[src/rtl/dummy_accelerator_pipe.sv]
// Pipelined dummy accelerator: fixed-latency ALU pipeline feeding an in-order
// response FIFO, with credit-based flow control and a synchronous flush.

package riscv;
    localparam int unsigned XLEN = 64;
endpackage

package acc_pkg;
    localparam int unsigned TRANS_ID_BITS = 4;

    typedef struct packed {
        logic                     req_valid;
        logic                     resp_ready;
        logic [31:0]              insn;
        logic [riscv::XLEN-1:0]   rs1;
        logic [riscv::XLEN-1:0]   rs2;
        logic [2:0]               frm;
        logic [TRANS_ID_BITS-1:0] trans_id;
        logic                     store_pending;
        logic                     acc_cons_en;
        logic                     inval_ready;
    } accelerator_req_t;

    typedef struct packed {
        logic                     req_ready;
        logic                     resp_valid;
        logic [riscv::XLEN-1:0]   result;
        logic [TRANS_ID_BITS-1:0] trans_id;
        logic                     error;
        logic                     fflags_valid;
        logic [4:0]               fflags;
        logic                     load_complete;
        logic                     store_complete;
        logic                     inval_valid;
        logic [63:0]              inval_addr;
    } accelerator_resp_t;
endpackage

module dummy_accelerator_pipe
    import acc_pkg::*;
#(
    parameter int unsigned LATENCY         = 2,
    parameter int unsigned MAX_OUTSTANDING = 4
) (
    input  logic              clk_i,
    input  logic              rst_ni,
    input  logic              flush_i,
    input  accelerator_req_t  acc_req_i,
    output accelerator_resp_t acc_resp_o,
    output logic              busy_o
);
    localparam int unsigned XLEN  = riscv::XLEN;
    localparam int unsigned SHW   = $clog2(XLEN);
    localparam int unsigned CNT_W = $clog2(MAX_OUTSTANDING + 1);
    localparam int unsigned PTR_W = (MAX_OUTSTANDING > 1) ? $clog2(MAX_OUTSTANDING) : 1;
    localparam logic [CNT_W-1:0] MAX_CNT  = CNT_W'(MAX_OUTSTANDING);
    localparam logic [PTR_W-1:0] LAST_PTR = PTR_W'(MAX_OUTSTANDING - 1);

    typedef struct packed {
        logic [XLEN-1:0]          result;
        logic [TRANS_ID_BITS-1:0] trans_id;
        logic                     error;
    } entry_t;

    function automatic logic [PTR_W-1:0] next_ptr(input logic [PTR_W-1:0] ptr);
        return (ptr == LAST_PTR) ? '0 : ptr + PTR_W'(1);
    endfunction

    logic             r_req_ready;
    logic             r_resp_valid;
    logic             r_busy;
    logic [CNT_W-1:0] r_cnt;
    logic [CNT_W-1:0] r_fifo_cnt;
    logic [PTR_W-1:0] r_wr_ptr;
    logic [PTR_W-1:0] r_rd_ptr;

    logic             w_req_fire;
    logic             w_resp_fire;
    logic             w_fifo_write;
    logic             w_fifo_push;
    logic [CNT_W-1:0] w_cnt_next;
    logic [CNT_W-1:0] w_fifo_cnt_next;
    logic [2:0]       w_op;
    entry_t           w_entry;
    entry_t           w_fifo_wdata;
    entry_t           w_head;
    logic             w_unused;

    // req_ready is a registered credit, so a flush must still gate the fire.
    assign w_req_fire  = acc_req_i.req_valid && r_req_ready && !flush_i;
    assign w_resp_fire = r_resp_valid && acc_req_i.resp_ready;
    assign w_op        = acc_req_i.insn[14:12];

    assign w_unused = ^{acc_req_i.insn[31:15], acc_req_i.insn[11:0], acc_req_i.frm,
                        acc_req_i.store_pending, acc_req_i.acc_cons_en,
                        acc_req_i.inval_ready};

    always_comb begin
        w_entry          = '0;
        w_entry.trans_id = acc_req_i.trans_id;
        case (w_op)
            3'b000:  w_entry.result = acc_req_i.rs1 + acc_req_i.rs1;
            3'b001:  w_entry.result = acc_req_i.rs1 + acc_req_i.rs2;
            3'b010:  w_entry.result = acc_req_i.rs1 - acc_req_i.rs2;
            3'b011:  w_entry.result = acc_req_i.rs1 ^ acc_req_i.rs2;
            3'b100:  w_entry.result = acc_req_i.rs1 << acc_req_i.rs2[SHW-1:0];
            3'b101:  w_entry.result = acc_req_i.rs1 >> acc_req_i.rs2[SHW-1:0];
            default: w_entry.error  = 1'b1;
        endcase
    end

    always_comb begin
        w_cnt_next = r_cnt;
        if (flush_i) begin
            w_cnt_next = '0;
        end else begin
            case ({w_req_fire, w_resp_fire})
                2'b10:   w_cnt_next = r_cnt + CNT_W'(1);
                2'b01:   w_cnt_next = r_cnt - CNT_W'(1);
                default: w_cnt_next = r_cnt;
            endcase
        end
    end

    generate
        if (LATENCY == 0) begin : g_no_pipe
            assign w_fifo_write = w_req_fire;
            assign w_fifo_wdata = w_entry;
        end else begin : g_pipe
            logic [LATENCY-1:0] r_valid;
            entry_t             r_data [LATENCY];

            always_ff @(posedge clk_i or negedge rst_ni) begin
                if (!rst_ni) begin
                    r_valid <= '0;
                end else if (flush_i) begin
                    r_valid <= '0;
                end else begin
                    r_valid[0] <= w_req_fire;
                    for (int i = 1; i < LATENCY; i++) begin
                        r_valid[i] <= r_valid[i-1];
                    end
                end
            end

            // Payload is free-running; only the valid bits carry meaning.
            always_ff @(posedge clk_i) begin
                r_data[0] <= w_entry;
                for (int i = 1; i < LATENCY; i++) begin
                    r_data[i] <= r_data[i-1];
                end
            end

            assign w_fifo_write = r_valid[LATENCY-1];
            assign w_fifo_wdata = r_data[LATENCY-1];
        end
    endgenerate

    // Credits bound pipeline plus FIFO occupancy, so the push never overflows.
    assign w_fifo_push = w_fifo_write && !flush_i;

    always_comb begin
        w_fifo_cnt_next = r_fifo_cnt;
        if (flush_i) begin
            w_fifo_cnt_next = '0;
        end else begin
            case ({w_fifo_push, w_resp_fire})
                2'b10:   w_fifo_cnt_next = r_fifo_cnt + CNT_W'(1);
                2'b01:   w_fifo_cnt_next = r_fifo_cnt - CNT_W'(1);
                default: w_fifo_cnt_next = r_fifo_cnt;
            endcase
        end
    end

    entry_t r_mem [MAX_OUTSTANDING];

    always_ff @(posedge clk_i) begin
        if (w_fifo_push) begin
            r_mem[r_wr_ptr] <= w_fifo_wdata;
        end
    end

    always_ff @(posedge clk_i or negedge rst_ni) begin
        if (!rst_ni) begin
            r_wr_ptr     <= '0;
            r_rd_ptr     <= '0;
            r_fifo_cnt   <= '0;
            r_resp_valid <= 1'b0;
            r_cnt        <= '0;
            r_busy       <= 1'b0;
            r_req_ready  <= 1'b0;
        end else begin
            if (flush_i) begin
                r_wr_ptr <= '0;
                r_rd_ptr <= '0;
            end else begin
                if (w_fifo_push) r_wr_ptr <= next_ptr(r_wr_ptr);
                if (w_resp_fire) r_rd_ptr <= next_ptr(r_rd_ptr);
            end
            r_fifo_cnt   <= w_fifo_cnt_next;
            r_resp_valid <= (w_fifo_cnt_next != '0);
            r_cnt        <= w_cnt_next;
            r_busy       <= (w_cnt_next != '0);
            r_req_ready  <= (w_cnt_next < MAX_CNT) && !flush_i;
        end
    end

    assign w_head = r_mem[r_rd_ptr];

    // Head fields are masked while empty so stale FIFO contents never leak out.
    always_comb begin
        acc_resp_o            = '0;
        acc_resp_o.req_ready  = r_req_ready;
        acc_resp_o.resp_valid = r_resp_valid;
        if (r_resp_valid) begin
            acc_resp_o.result   = w_head.result;
            acc_resp_o.trans_id = w_head.trans_id;
            acc_resp_o.error    = w_head.error;
        end
    end

    assign busy_o = r_busy;

endmodule

[config.mk]
export PLATFORM = sky130hd
export DESIGN_NAME = dummy_accelerator_pipe
export DESIGN_NICKNAME = d
export VERILOG_FILES = /design/src/rtl/dummy_accelerator_pipe.sv
export SDC_FILE = /design/constraint.sdc
export NUM_CORES = 1
export LEC_CHECK = 0
export BUFFER_PORTS_ARGS = -buffer_cell sky130_fd_sc_hd__clkbuf_2
export CAP_MARGIN = 10
export CORE_UTILIZATION = 28
export DETAILED_ROUTE_END_ITERATION = 10
export PLACE_DENSITY_LB_ADDON = 0.15
export SLEW_MARGIN = 5
export SYNTH_ARGS = -nofsm -noshare
export SYNTH_HDL_FRONTEND = slang
export SYNTH_SLANG_ARGS = --single-unit
[constraint.sdc]
create_clock -name clk_i -period 3.45 [get_ports clk_i]
set_clock_uncertainty 0.15 [all_clocks]
set_input_delay 0.69 -clock clk_i [delete_from_list [all_inputs] [get_ports clk_i]]
set_output_delay 0.69 -clock clk_i [all_outputs]
set_load 0.01 [all_outputs]
==> summary.txt <==
Status
  • Status: complete, but fails checks
  • Failing checks: setup timing

Cells and area
  • Layout area overhead: 45.9%
  • FILL cells: 11160
  • Layout cells sized above 1: 46.7%
  • Number of nets in the layout: 4521
  • Final Util: 41.2%

STA
  • Fmax: 0.196 GHz
  • RSZ-0062 raised after global routing: yes
  • Setup tns final: -63.45 ns
  • Minimum clock period: 5.10 ns
  • Least-Margin Pin Slew: 0.796 ns
  • Final Max Tran Viols: 0
  • Relative max-transition margin: 45.4%
  • Post-route clock period utilization: 148%
  • Final hold violation count: 0
  • Hold WS: 0.0940 ns
  • Setup ws final: -1.65 ns
  • # setup viols final: 57

Power
  • Clock share of power: 25.4%
  • Power Density: 380 mW/mm^2
  • Cell Int Power: 11600 uW
  • Switching pwr: 5960 uW
  • Max VDD drop: 0.275 mV
  • Comb power frac: 39.5%
  • Pleak: 0.0186 uW
  • Sequential fraction of design power: 35.0%
  • Switching Share: 33.9%

Worst setup path
  • Crit. End Element: flop
  • Reg2reg end: r_resp_valid$_DFF_PN0_
  • Arrival time at the worst endpoint: 5.39 ns
  • R2R setup slack: 1.21 ns
  • WS Path Type: in -> reg
  • R2r startpoint: g_pipe.r_valid[1]$_DFF_PN0_
  • Largest fanout on the critical path: 6
  • CP Launch Type: primary input
  • Critical Path RT: 3.74 ns
  • Worst reg2reg path depth: 9

Die
  • Die height: 339 um
  • Row Count: 123
  • Die area: 0.115 mm^2
  • Die Width: 339 um
  • Core Area: 0.112 mm^2
  • Initial Util: 28.2%
  • Top-Level Pins: 320

Clocking
  • CTS H-tree lvls: 2
  • Root Buffer: clkbuf_16
  • CTS Sinks: 429
  • Clk buf depth: 3
  • Clk_lat worst skew: 0.56 ns
  • TritonCTS clock tree: yes
  • Reg clk slew, reported paths: 0.06 ns
  • Number of buffers created by CTS: 42

Route
  • Number of vias per cell: 5.42
  • Post-Route WL: 156000 um
  • Routed Antenna Nets: 0
  • 1st-iter DRT viols: 2871
  • Via count: 31440
  • DRC viols: 0
  • First-pass DRT Iterations: 7
  • Post-DR wirelength/cell: 26.9 um

GRT
  • Total track usage: 26.1%
  • Pin count of the biggest net entering global routing: 133
  • Antenna violations before repair: 9
  • Vias in the first global route: 30957
  • First-pass GRT wire length: 221000 um
  • Total global routing overflow: 0

Logic synthesis
  • Mapped Cells: 3233
  • Mapped Area: 0.0318 mm^2
  • Ys flop type: edfxtp_1
  • Yosys Warn Count: 0
  • Ys async rst share: 3.50%
  • Cell variety after synth: 88
  • Number of flops mapped to enable cells by yosys: 276
  • Synth Area per Inst: 9.83 um^2
  • Register area share after synthesis: 36.0%
  • Seq cells post-synth: 429

Placement
  • Post-DP HPWL: 121000 um
  • Port Buffer Count: 211
  • Post-Place Worst Slack: -2.78 ns
  • Gp weighted congestion: 1.03

Worst hold path
  • Min-Delay Endpoint: g_pipe.r_data[0][1]$_DFF_P_
  • Hold Path Class: in -> reg
  • Source of the worst hold timing path: acc_req_i[3]
  • Hold Path Depth: 1

Flow run
  • Max capacitance violation total: 0
[worst max-delay path, cell delays in order]
cell      delay, ns
buf_6          0.09
or4_4          0.54
or4_4          0.48
buf_6          0.16
or3_4          0.39
nor3_4         0.17
buf_6          0.13
nand2_4        0.05
xor2_2         0.17
o22ai_1        0.10
mux2i_1        0.14
o21ai_1        0.08
buf_4          0.17
ha_4           0.28
buf_6          0.10
buf_4          0.13
nand3_4        0.09
nor4_4         0.41
o311ai_4       0.23
nand3_4        0.17
o211ai_1       0.15
and4_1         0.23
a211o_1        0.23
[cell usage after synthesis (all sizes together), types with 19 or more instances]
master  count  area, um^2
nor2      411        1550
edfxtp    276        8290
clkbuf    223         837
a21oi     216        1080
mux4      192        4320
nand2     183         689
o21ai     162         811
buf       141         868
dfxtp     138        2760
mux2i     138        1380
xnor2     106         928
xor2      105         920
nor3       99         543
o22ai      90         563
and2       83         519
ha         73         913
a21o       43         323
nand3      41         205
inv        40         150
a221oi     34         298
a211oi     29         218
nand4      29         194
a222oi     26         260
mux2       26         293
a31oi      25         156
nor4       25         235
or3        25         161
nand2b     19         119
[layout make-up]
class / instances / area, um^2 / share of cell area [%]
diodes: 4 / 10.0 / 0.0216
clock buffers: 53 / 1150 / 2.49
clock inverters: 23 / 190 / 0.410
inverters: 44 / 190 / 0.410
multi-input cells: 2468 / 21500 / 46.5
flip-flops and latches: 429 / 11400 / 24.7
well taps: 1500 / 1880 / 4.05
repair buffers: 1285 / 9940 / 21.5
[sequential cells by signal, summed over array words and instances, names as in the netlist, 2 cells and up]
name and count:
g_pipe.r_data 138, g_pipe.r_valid 2, r_cnt 3, r_fifo_cnt 3
r_mem 276, r_rd_ptr 2, r_wr_ptr 2
[power by group through the flow]
stage          clock network [uW]  logic [uW]  registers, uW
6_report                     4480        6950           6170
5_1_grt                      4810        7270           6210
4_1_cts                      4640        6550           6170
3_5_place_dp                    0        5960           6280
3_3_place_gp                    0        5980           6270
2_1_floorplan                   0        2880           6160
[per-stage QoR]
step / instances / instance area (um^2) / power (uW)
2_1_floorplan: 3305 / 32700 / 9040
3_3_place_gp: 5652 / 41500 / 12300
3_5_place_dp: 5652 / 41500 / 12200
4_1_cts: 5775 / 45100 / 17400
5_1_grt: 5804 / 46300 / 18300
6_report: 5806 / 46300 / 17600
[how the worst max path moves through the flow]
stage / depth (start not counted) / slack [ns] / to / start
floorplan: 19 / -1.71 / g_pipe.r_data[0][44]$_DFF_P_ / acc_req_i[88]
global placement: 21 / -2.81 / g_pipe.r_data[0][62]$_DFF_P_ / acc_req_i[88]
detailed placement: 21 / -2.78 / g_pipe.r_data[0][62]$_DFF_P_ / acc_req_i[88]
CTS: 21 / -1.49 / g_pipe.r_data[0][62]$_DFF_P_ / acc_req_i[88]
global route: 23 / -1.74 / g_pipe.r_data[0][63]$_DFF_P_ / acc_req_i[88]
finish: 23 / -1.65 / g_pipe.r_data[0][62]$_DFF_P_ / acc_req_i[88]
[cell usage in the layout, fill, tap and decap left out, drive strengths merged, types with 9 or more instances in the layout]
master,synthesis,routed
a221oi,34,34
and3,15,15
nor3,99,99
dfxtp,138,138
nand4,29,29
clkinv,4,19
o21a,10,10
nand2,183,183
mux2i,138,138
xnor2,106,106
nand2b,19,19
o21bai,15,15
and2,83,83
o311ai,10,10
mux4,192,192
buf,141,1075
o22ai,90,90
nor4,25,25
edfxtp,276,276
o211ai,16,16
a31oi,25,25
a222oi,26,26
nand3,41,41
xor2,105,105
ha,73,73
inv,40,45
dfrtp,15,15
or3,25,25
or4,15,15
conb,1,73
mux2,26,26
nor2,411,411
clkbuf,223,261
a311oi,9,9
o21ai,162,162
a21oi,216,216
a21o,43,43
a211oi,29,29
[routing by layer]
metal | wire length (um) | track usage, % | part of all wire [%] | up-vias
li1 | - | - | - | 14103
met1 | 66900 | 35.7 | 43 | 15603
met2 | 70400 | 41.0 | 45 | 1441
met3 | 11200 | 3.75 | 7.2 | 287
met4 | 7530 | 10.9 | 4.8 | 6
met5 | 38 | 0 | 0.024 | -
[cell families after synthesis]
group                    after synthesis  synth area share, %
other                                  1               0.0118
buffers and inverters                408                 5.89
AO/OA/AOI/OAI                        769                 15.5
XOR/XNOR                             211                 5.82
AND/OR/NAND/NOR                      983                 14.9
multiplexers                         356                 18.9
adder cells (fa/ha/maj)               76                 3.06
flip-flops                           429                 36.0
[repair_timing]
item / CTS / global route
pin swaps: 139 / 108
hold buffers: 1 / 0
setup endpoints to repair: 64 / 63
endpoints found under the hold margin: 15 / 0
gates cloned: 1 / 6
gates resized for setup: 405 / 184
setup buffers: 59 / 33
Power figures use the tool's default switching activity.
